--- src/rtl/edge_frame_writer.sv ---
// Thresholds the edge-filter pixel stream to 1 bit per pixel, packs 8 pixels
// per byte (LSB first) and writes whole frames into the frame-buffer RAM port.
module edge_frame_writer #(
  parameter int          H_ACTIVE = 640,
  parameter int          V_ACTIVE = 480,
  parameter int          ADDR_W   = 16,
  parameter logic [11:0] THRESH   = 12'h800
) (
  input  logic              clk,
  input  logic              rst,
  input  logic              frame_start,
  input  logic [11:0]       datain,
  input  logic              datain_en,
  output logic              wr_en,
  output logic [ADDR_W-1:0] wr_addr,
  output logic [7:0]        wr_data,
  output logic              busy,
  output logic              frame_done,
  output logic              frame_abort
);

  localparam int COL_W = $clog2(H_ACTIVE);
  localparam int ROW_W = (V_ACTIVE > 1) ? $clog2(V_ACTIVE) : 1;

  typedef enum logic [1:0] {IDLE, FILL, DONE} state_t;

  state_t              state_q, state_d;
  logic [COL_W-1:0]    col_q, col_d;
  logic [ROW_W-1:0]    row_q, row_d;
  logic [ADDR_W-1:0]   byte_q, byte_d;
  logic [7:0]          sr_q, sr_d;
  logic                wr_en_q, wr_en_d;
  logic [ADDR_W-1:0]   wr_addr_q, wr_addr_d;
  logic [7:0]          wr_data_q, wr_data_d;
  logic                done_q, done_d;
  logic                abort_q, abort_d;
  logic                pix_bit;
  logic                clear;

  assign pix_bit = (datain >= THRESH);

  always_comb begin
    state_d   = state_q;
    col_d     = col_q;
    row_d     = row_q;
    byte_d    = byte_q;
    sr_d      = sr_q;
    wr_en_d   = 1'b0;
    wr_addr_d = wr_addr_q;
    wr_data_d = wr_data_q;
    done_d    = (state_q == DONE);
    abort_d   = 1'b0;
    clear     = 1'b0;

    case (state_q)
      IDLE: begin
        if (frame_start) begin
          state_d = FILL;
          clear   = 1'b1;
        end
      end
      FILL: begin
        // A restart beats both the pixel and any byte it would have completed.
        if (frame_start) begin
          clear   = 1'b1;
          abort_d = 1'b1;
        end else if (datain_en) begin
          sr_d[col_q[2:0]] = pix_bit;
          if (col_q[2:0] == 3'd7) begin
            wr_en_d   = 1'b1;
            wr_data_d = sr_d;
            wr_addr_d = byte_q;
            byte_d    = byte_q + 1'b1;
          end
          if (col_q == COL_W'(H_ACTIVE - 1)) begin
            col_d = '0;
            if (row_q == ROW_W'(V_ACTIVE - 1)) begin
              row_d   = '0;
              state_d = DONE;
            end else begin
              row_d = row_q + 1'b1;
            end
          end else begin
            col_d = col_q + 1'b1;
          end
        end
      end
      DONE: begin
        state_d = frame_start ? FILL : IDLE;
        clear   = frame_start;
      end
      default: state_d = IDLE;
    endcase

    if (clear) begin
      col_d  = '0;
      row_d  = '0;
      byte_d = '0;
      sr_d   = '0;
    end
  end

  always_ff @(posedge clk or negedge rst) begin
    if (!rst) begin
      state_q   <= IDLE;
      col_q     <= '0;
      row_q     <= '0;
      byte_q    <= '0;
      sr_q      <= '0;
      wr_en_q   <= 1'b0;
      wr_addr_q <= '0;
      wr_data_q <= '0;
      done_q    <= 1'b0;
      abort_q   <= 1'b0;
    end else begin
      state_q   <= state_d;
      col_q     <= col_d;
      row_q     <= row_d;
      byte_q    <= byte_d;
      sr_q      <= sr_d;
      wr_en_q   <= wr_en_d;
      wr_addr_q <= wr_addr_d;
      wr_data_q <= wr_data_d;
      done_q    <= done_d;
      abort_q   <= abort_d;
    end
  end

  assign wr_en       = wr_en_q;
  assign wr_addr     = wr_addr_q;
  assign wr_data     = wr_data_q;
  assign busy        = (state_q == FILL);
  assign frame_done  = done_q;
  assign frame_abort = abort_q;

endmodule

--- config.mk ---
export PLATFORM = sky130hd
export DESIGN_NAME = edge_frame_writer
export DESIGN_NICKNAME = d
export VERILOG_FILES = /design/src/rtl/edge_frame_writer.sv
export SDC_FILE = /design/constraint.sdc
export NUM_CORES = 1
export LEC_CHECK = 0
export ABC_AREA = 1
export CAP_MARGIN = 20
export CORE_MARGIN = 5
export CORE_UTILIZATION = 45
export DETAILED_ROUTE_END_ITERATION = 10
export DONT_BUFFER_PORTS = 1
export HOLD_SLACK_MARGIN = 0.12
export PLACE_DENSITY_LB_ADDON = 0.12
export SYNTH_ARGS = -nofsm -noshare
export SYNTH_HDL_FRONTEND = slang
export SYNTH_SLANG_ARGS = --single-unit
--- constraint.sdc ---
create_clock -name clk -period 3.77 [get_ports clk]
set_input_delay 0.754 -clock clk [delete_from_list [all_inputs] [get_ports clk]]
set_output_delay 0.754 -clock clk [all_outputs]
set_load 0.05 [all_outputs]
== Word level (Yosys, flattened, before mapping) ==
Cells that the tools add are included.

* $add $sub $neg: 3
* Order comparisons: 3
* Equal/unequal tests: 11
* Muxes and demuxes: 37
* Bitwise logic cells: 1
* Reductions and logical operators: 12

{| class="wikitable"
|+ Operator list
! cell !! count
|-
| two-way mux 16 bit || 5
|-
| two-way mux 9 bit || 6
|-
| two-way mux 10 bit || 5
|-
| two-way mux 8 bit || 4
|-
| adder 16 x 1 -> 16 bit (second input constant) || 1
|-
| >= comparator 12 bit (second input constant) || 1
|-
| AND reduction 4 bit || 3
|-
| adder 10 x 1 -> 10 bit (second input constant) || 1
|-
| equality test 10 bit (second input constant) || 1
|-
| two-way mux 2 bit || 5
|-
| adder 9 x 1 -> 9 bit (second input constant) || 1
|-
| equality test 9 bit (second input constant) || 1
|-
| bitwise mux 8 bit || 1
|-
| two-way mux 1 bit || 8
|-
| nonzero test 2 bit || 4
|-
| != test 2 x 1 -> 1 bit (second input constant) || 3
|-
| != test 2 bit (second input constant) || 3
|-
| case mux 2 bit (3 select lines) || 1
|-
| AND reduction 5 bit || 1
|-
| < comparator 3 x 4 -> 1 bit (second input constant) || 1
|-
| demux 1 bit (select 3 bit) || 1
|-
| equality test 3 bit (second input constant) || 1
|-
| >= comparator 3 x 1 -> 1 bit (second input constant) || 1
|-
| AND reduction 3 bit || 1
|-
| other kinds (7) || 7
|}

* Bits in registers: 72
* Input port bits: 16
* Word-level logic and storage cells: 77

== Longest topological paths before layout ==
* Word-level depth: 9
* Mapped depth: 10

== Worst setup path before layout ==
OpenSTA, ideal clock, no wires.

* Kind: register -> output
* From: register state_q[0]
* To: output busy
* Arrival: 0.906 ns
* Setup slack: 2.110 ns
* Stages on the path, launching flop included: 3
* Buffers on the path: 0
* Cell sequence: dfrtp_1 -> inv_1 -> nor2_2

* Longest elaborated chain between the ends: 1

{| class="wikitable"
|+ Ends and longest elaborated chain
! element !! RTL line !! text
|-
| start, declared || 27 || <nowiki>state_t state_q, state_d;</nowiki>
|-
| start signal, assigned || 116 || <nowiki>state_q <= state_d;</nowiki>
|-
| equality test 2 x 1 -> 1 bit || 132 || <nowiki>assign busy = (state_q == FILL);</nowiki>
|-
| end, declared || 17 || <nowiki>output logic busy,</nowiki>
|}

No other way between the ends.

== Worst setup path after layout ==
* From: register state_q[0]
* To: register byte_q[10]

* Longest elaborated chain between the ends: 5
* Elaborated cells between the ends (all ways): 11
* Those cells by class: 3 x eq/ne; 2 x mux; 6 x reduce/logical

{| class="wikitable"
|+ Ends and longest elaborated chain
! element !! RTL line !! text
|-
| equality test 2 x 1 -> 1 bit * || -- ||
|-
| via busy || 17 ||
|-
| OR reduction 2 bit (no line) || -- ||
|-
| case mux 1 bit (2 select lines) || 55 || <nowiki>case (state_q)</nowiki>
|-
| != test 2 x 1 -> 1 bit (no line) / nonzero test 2 bit (equally long branches) || -- ||
|-
| AND reduction 4 bit (no line) || -- ||
|-
| end signal, assigned || 119 || <nowiki>byte_q <= byte_d;</nowiki>
|-
| end, declared || 30 || <nowiki>logic [ADDR_W-1:0] byte_q, byte_d;</nowiki>
|}

The timed path passes the listed nets; every way through them passes the cells marked *.
A chain may end at the register's enable or synchronous reset.

==> results.cfg <==
[place]
dp_hpwl_microns = 4850
gp_congestion = 0.781
port_buffers = 0

[yosys]
synth_edf_count = 0
yosys_warnings = 0
synth_area_leader_cell = dfrtp_1
async_flop_share_pct = 100
syn_area_sq_um = 3590
synth_cell_type_count = 29
synth_flop_cell = dfrtp_1
avgSynthCellArea_sq_um = 7.85
synth_area_leaders = dfrtp_1 (50%), nand2_1 (16%), nor2_1 (5.0%), o21ai_0 (4.3%), nand3_1 (4.0%)
syn_nets = 477
ys_top_cells_by_count = nand2_1 (157), dfrtp_1 (72), nor2_1 (48)
yosysSeqAreaShare_pct = 50.2
ys_seq_elements = 72
synth_top_area_share_pct = 50.2
synth_cells = 457
synth.most_common_cell = nand2_1

[finish]
syn2layout_area_growth_pct = 8.82
drive_gt1_share_pct = 8.23
finalNetCount = 477
nFillCells = 790
diodes = 0

[clocking]
cts.sinks = 72
clk_latency_ns = 0.35
path_clk_slew_ns = 0.09
cts-hold-fix-buffers = 1
cts_tree = yes
root_buffer = clkbuf_8
clock_path_buffers = 2
numCtsBuffers = 9
cts-htree-levels = 3
postCtsSetupBuffers = 0
cts_resized = 0

[critical_path]
crit_required_ns = 4.00
start_kind = register
critPathKind = reg2reg
critPathArrivalTime_ns = 2.57
crit_fanout = 44
endpoint_kind = register

[route]
drc = 0
vias_per_cell = 5.09
wl_microns = 7360
wl_per_cell_microns = 13.1
drtPass1Iterations = 4
drt-initial-drc-count = 89
vias = 2872
ant_nets = 0

[power_and_ir_drop]
clockPowerShare_pct = 44.3
p_int_mw = 1.27
powerDensity_nw_per_um2 = 433
p_seq_share_pct = 49.5
power_leakage_nw = 1.87
pwr-share-comb_pct = 6.2
ir_drop_uv = 229
p_total_mw = 1.69
swShare_pct = 25.0
power.net_switching_mw = 0.422

[sta]
tns_ns = 0
finalSetupViolCount = 0
worst_slew_pin_slew_ns = 0.755
skew_ns = 0.0137
max_slew_margin_pct = 49.5
period_share_pct = 61.9
rsz0062_at_grt = no
hold_viol_final = 0
max_freq_mhz = 428
fin_crit_ns = 2.33
drv_slew = 0

[floorplanning]
start_util_pct = 46.2
die_w_microns = 99.3
floorplan.rows = 32
die_h_microns = 99.3
io_pins = 44
die-area_sq_um = 9860
core-area_sq_um = 7770

[run_status]
status = finished clean

[grt]
grt_overflow = 0
grt_pass1_vias = 2665
grt_max_degree = 73
antenna_found_initial = 0
track_usage_pct = 15.7
grt_pass1_wl_microns = 12600

[run]
drv_cap = 0

[min_path]
hold_class = in2async
==> state kept, by name, summed over array words and instances (netlist names) <==
name	count
byte_q	16
wr_addr	16
col_q	10
row_q	9
sr_q	8
wr_data	8
state_q	2
frame_abort	1
frame_done	1
wr_en	1
==> worst max-delay path, cell delays in order, from the launching register on <==
cell and delay (ns):
dfrtp_1 0.39, inv_1 0.08, nor2_2 0.54, nand2_2 0.62, nor2_2 0.34, nand2_1 0.08, nand2_1 0.09, a21oi_1 0.08
==> final timing paths <==
check | startpoint | endpoint | slack [ns] | depth (start not counted)
worst max-delay path | state_q[0] | byte_q[10] | 1.44 | 7
worst min-delay path | rst | wr_addr[5] | 0.28 | 1
worst max register to register | state_q[0] | byte_q[10] | 1.44 | 7
worst min register to register | sr_q[7] | sr_q[7] | 0.48 | 2
max in group asynchronous | rst | col_q[3] | 3.19 | 1
min in group clk | sr_q[7] | sr_q[7] | 0.48 | 2
==> metrics by stage <==
step	hold WS [ns]	area, sq um	setup slack (ns)	instances	utilization [%]
2_1_floorplan	0.449	3590	2.11	457	-
3_3_place_gp	0.461	3630	1.43	547	46.8
3_5_place_dp	0.461	3630	1.42	547	46.8
4_1_cts	0.288	3910	1.40	564	50.3
5_1_grt	0.300	3910	1.22	564	50.3
6_report	0.281	3910	1.44	564	50.3
==> metal layers <==
metal | GRT usage, % | routed length [microns] | vias up
li1 | - | - | 1458
met1 | 21.8 | 3590 | 1343
met2 | 23.8 | 3240 | 61
met3 | 4.00 | 407 | 10
met4 | 6.09 | 121 | 0
met5 | 0 | 0 | -
==> layout make-up <==
type | instances | area, sq um | share of cell area (%)
sequential | 72 | 1800 | 46.1
clock buffer | 10 | 128 | 3.27
clock inverter | 6 | 115 | 2.95
tap | 102 | 128 | 3.27
inverter | 41 | 159 | 4.07
multi-input combinational | 332 | 1550 | 39.6
timing repair buffer | 1 | 27.5 | 0.705
==> power groups by stage <==
stage          combinational, mW  clock [mW]  sequential (mW)
3_5_place_dp              0.0889           0            0.851
4_1_cts                    0.108       0.771            0.836
5_1_grt                    0.125       0.797            0.840
3_3_place_gp              0.0864           0            0.851
6_report                   0.106       0.749            0.836
2_1_floorplan             0.0781           0            0.845
==> cells in the final DEF (no fill, tap or decap), types with 2 or more instances in the layout <==
cell type / netlist / layout
dfrtp_1: 72 / 72
nand3b_1: 4 / 4
clkbuf_8: 0 / 9
nand2_2: 4 / 4
bufinv_16: 0 / 3
nand2_1: 157 / 157
nor2_2: 4 / 4
nand2_4: 2 / 2
a31oi_1: 2 / 2
nand3_1: 29 / 29
nand4_1: 9 / 9
o21ai_2: 6 / 6
nor2_1: 48 / 48
a21oi_1: 18 / 18
ha_1: 4 / 4
o21ai_0: 31 / 31
inv_1: 38 / 38
inv_2: 2 / 2
nor3_1: 3 / 3
xor2_1: 4 / 4
clkinv_4: 1 / 2
==> logic make-up (layout without fill, tap and decap cells) <==
group	Yosys count	after routing	share of synthesized area (%)
AND/OR/NAND/NOR	264	264	31.3
flip-flops	72	72	50.2
AO/OA/AOI/OAI	60	60	9.45
buffers and inverters	53	58	6.69
adder cells (fa/ha/maj)	4	4	1.39
XOR/XNOR	4	4	0.976
Power figures use the tool's default switching activity.
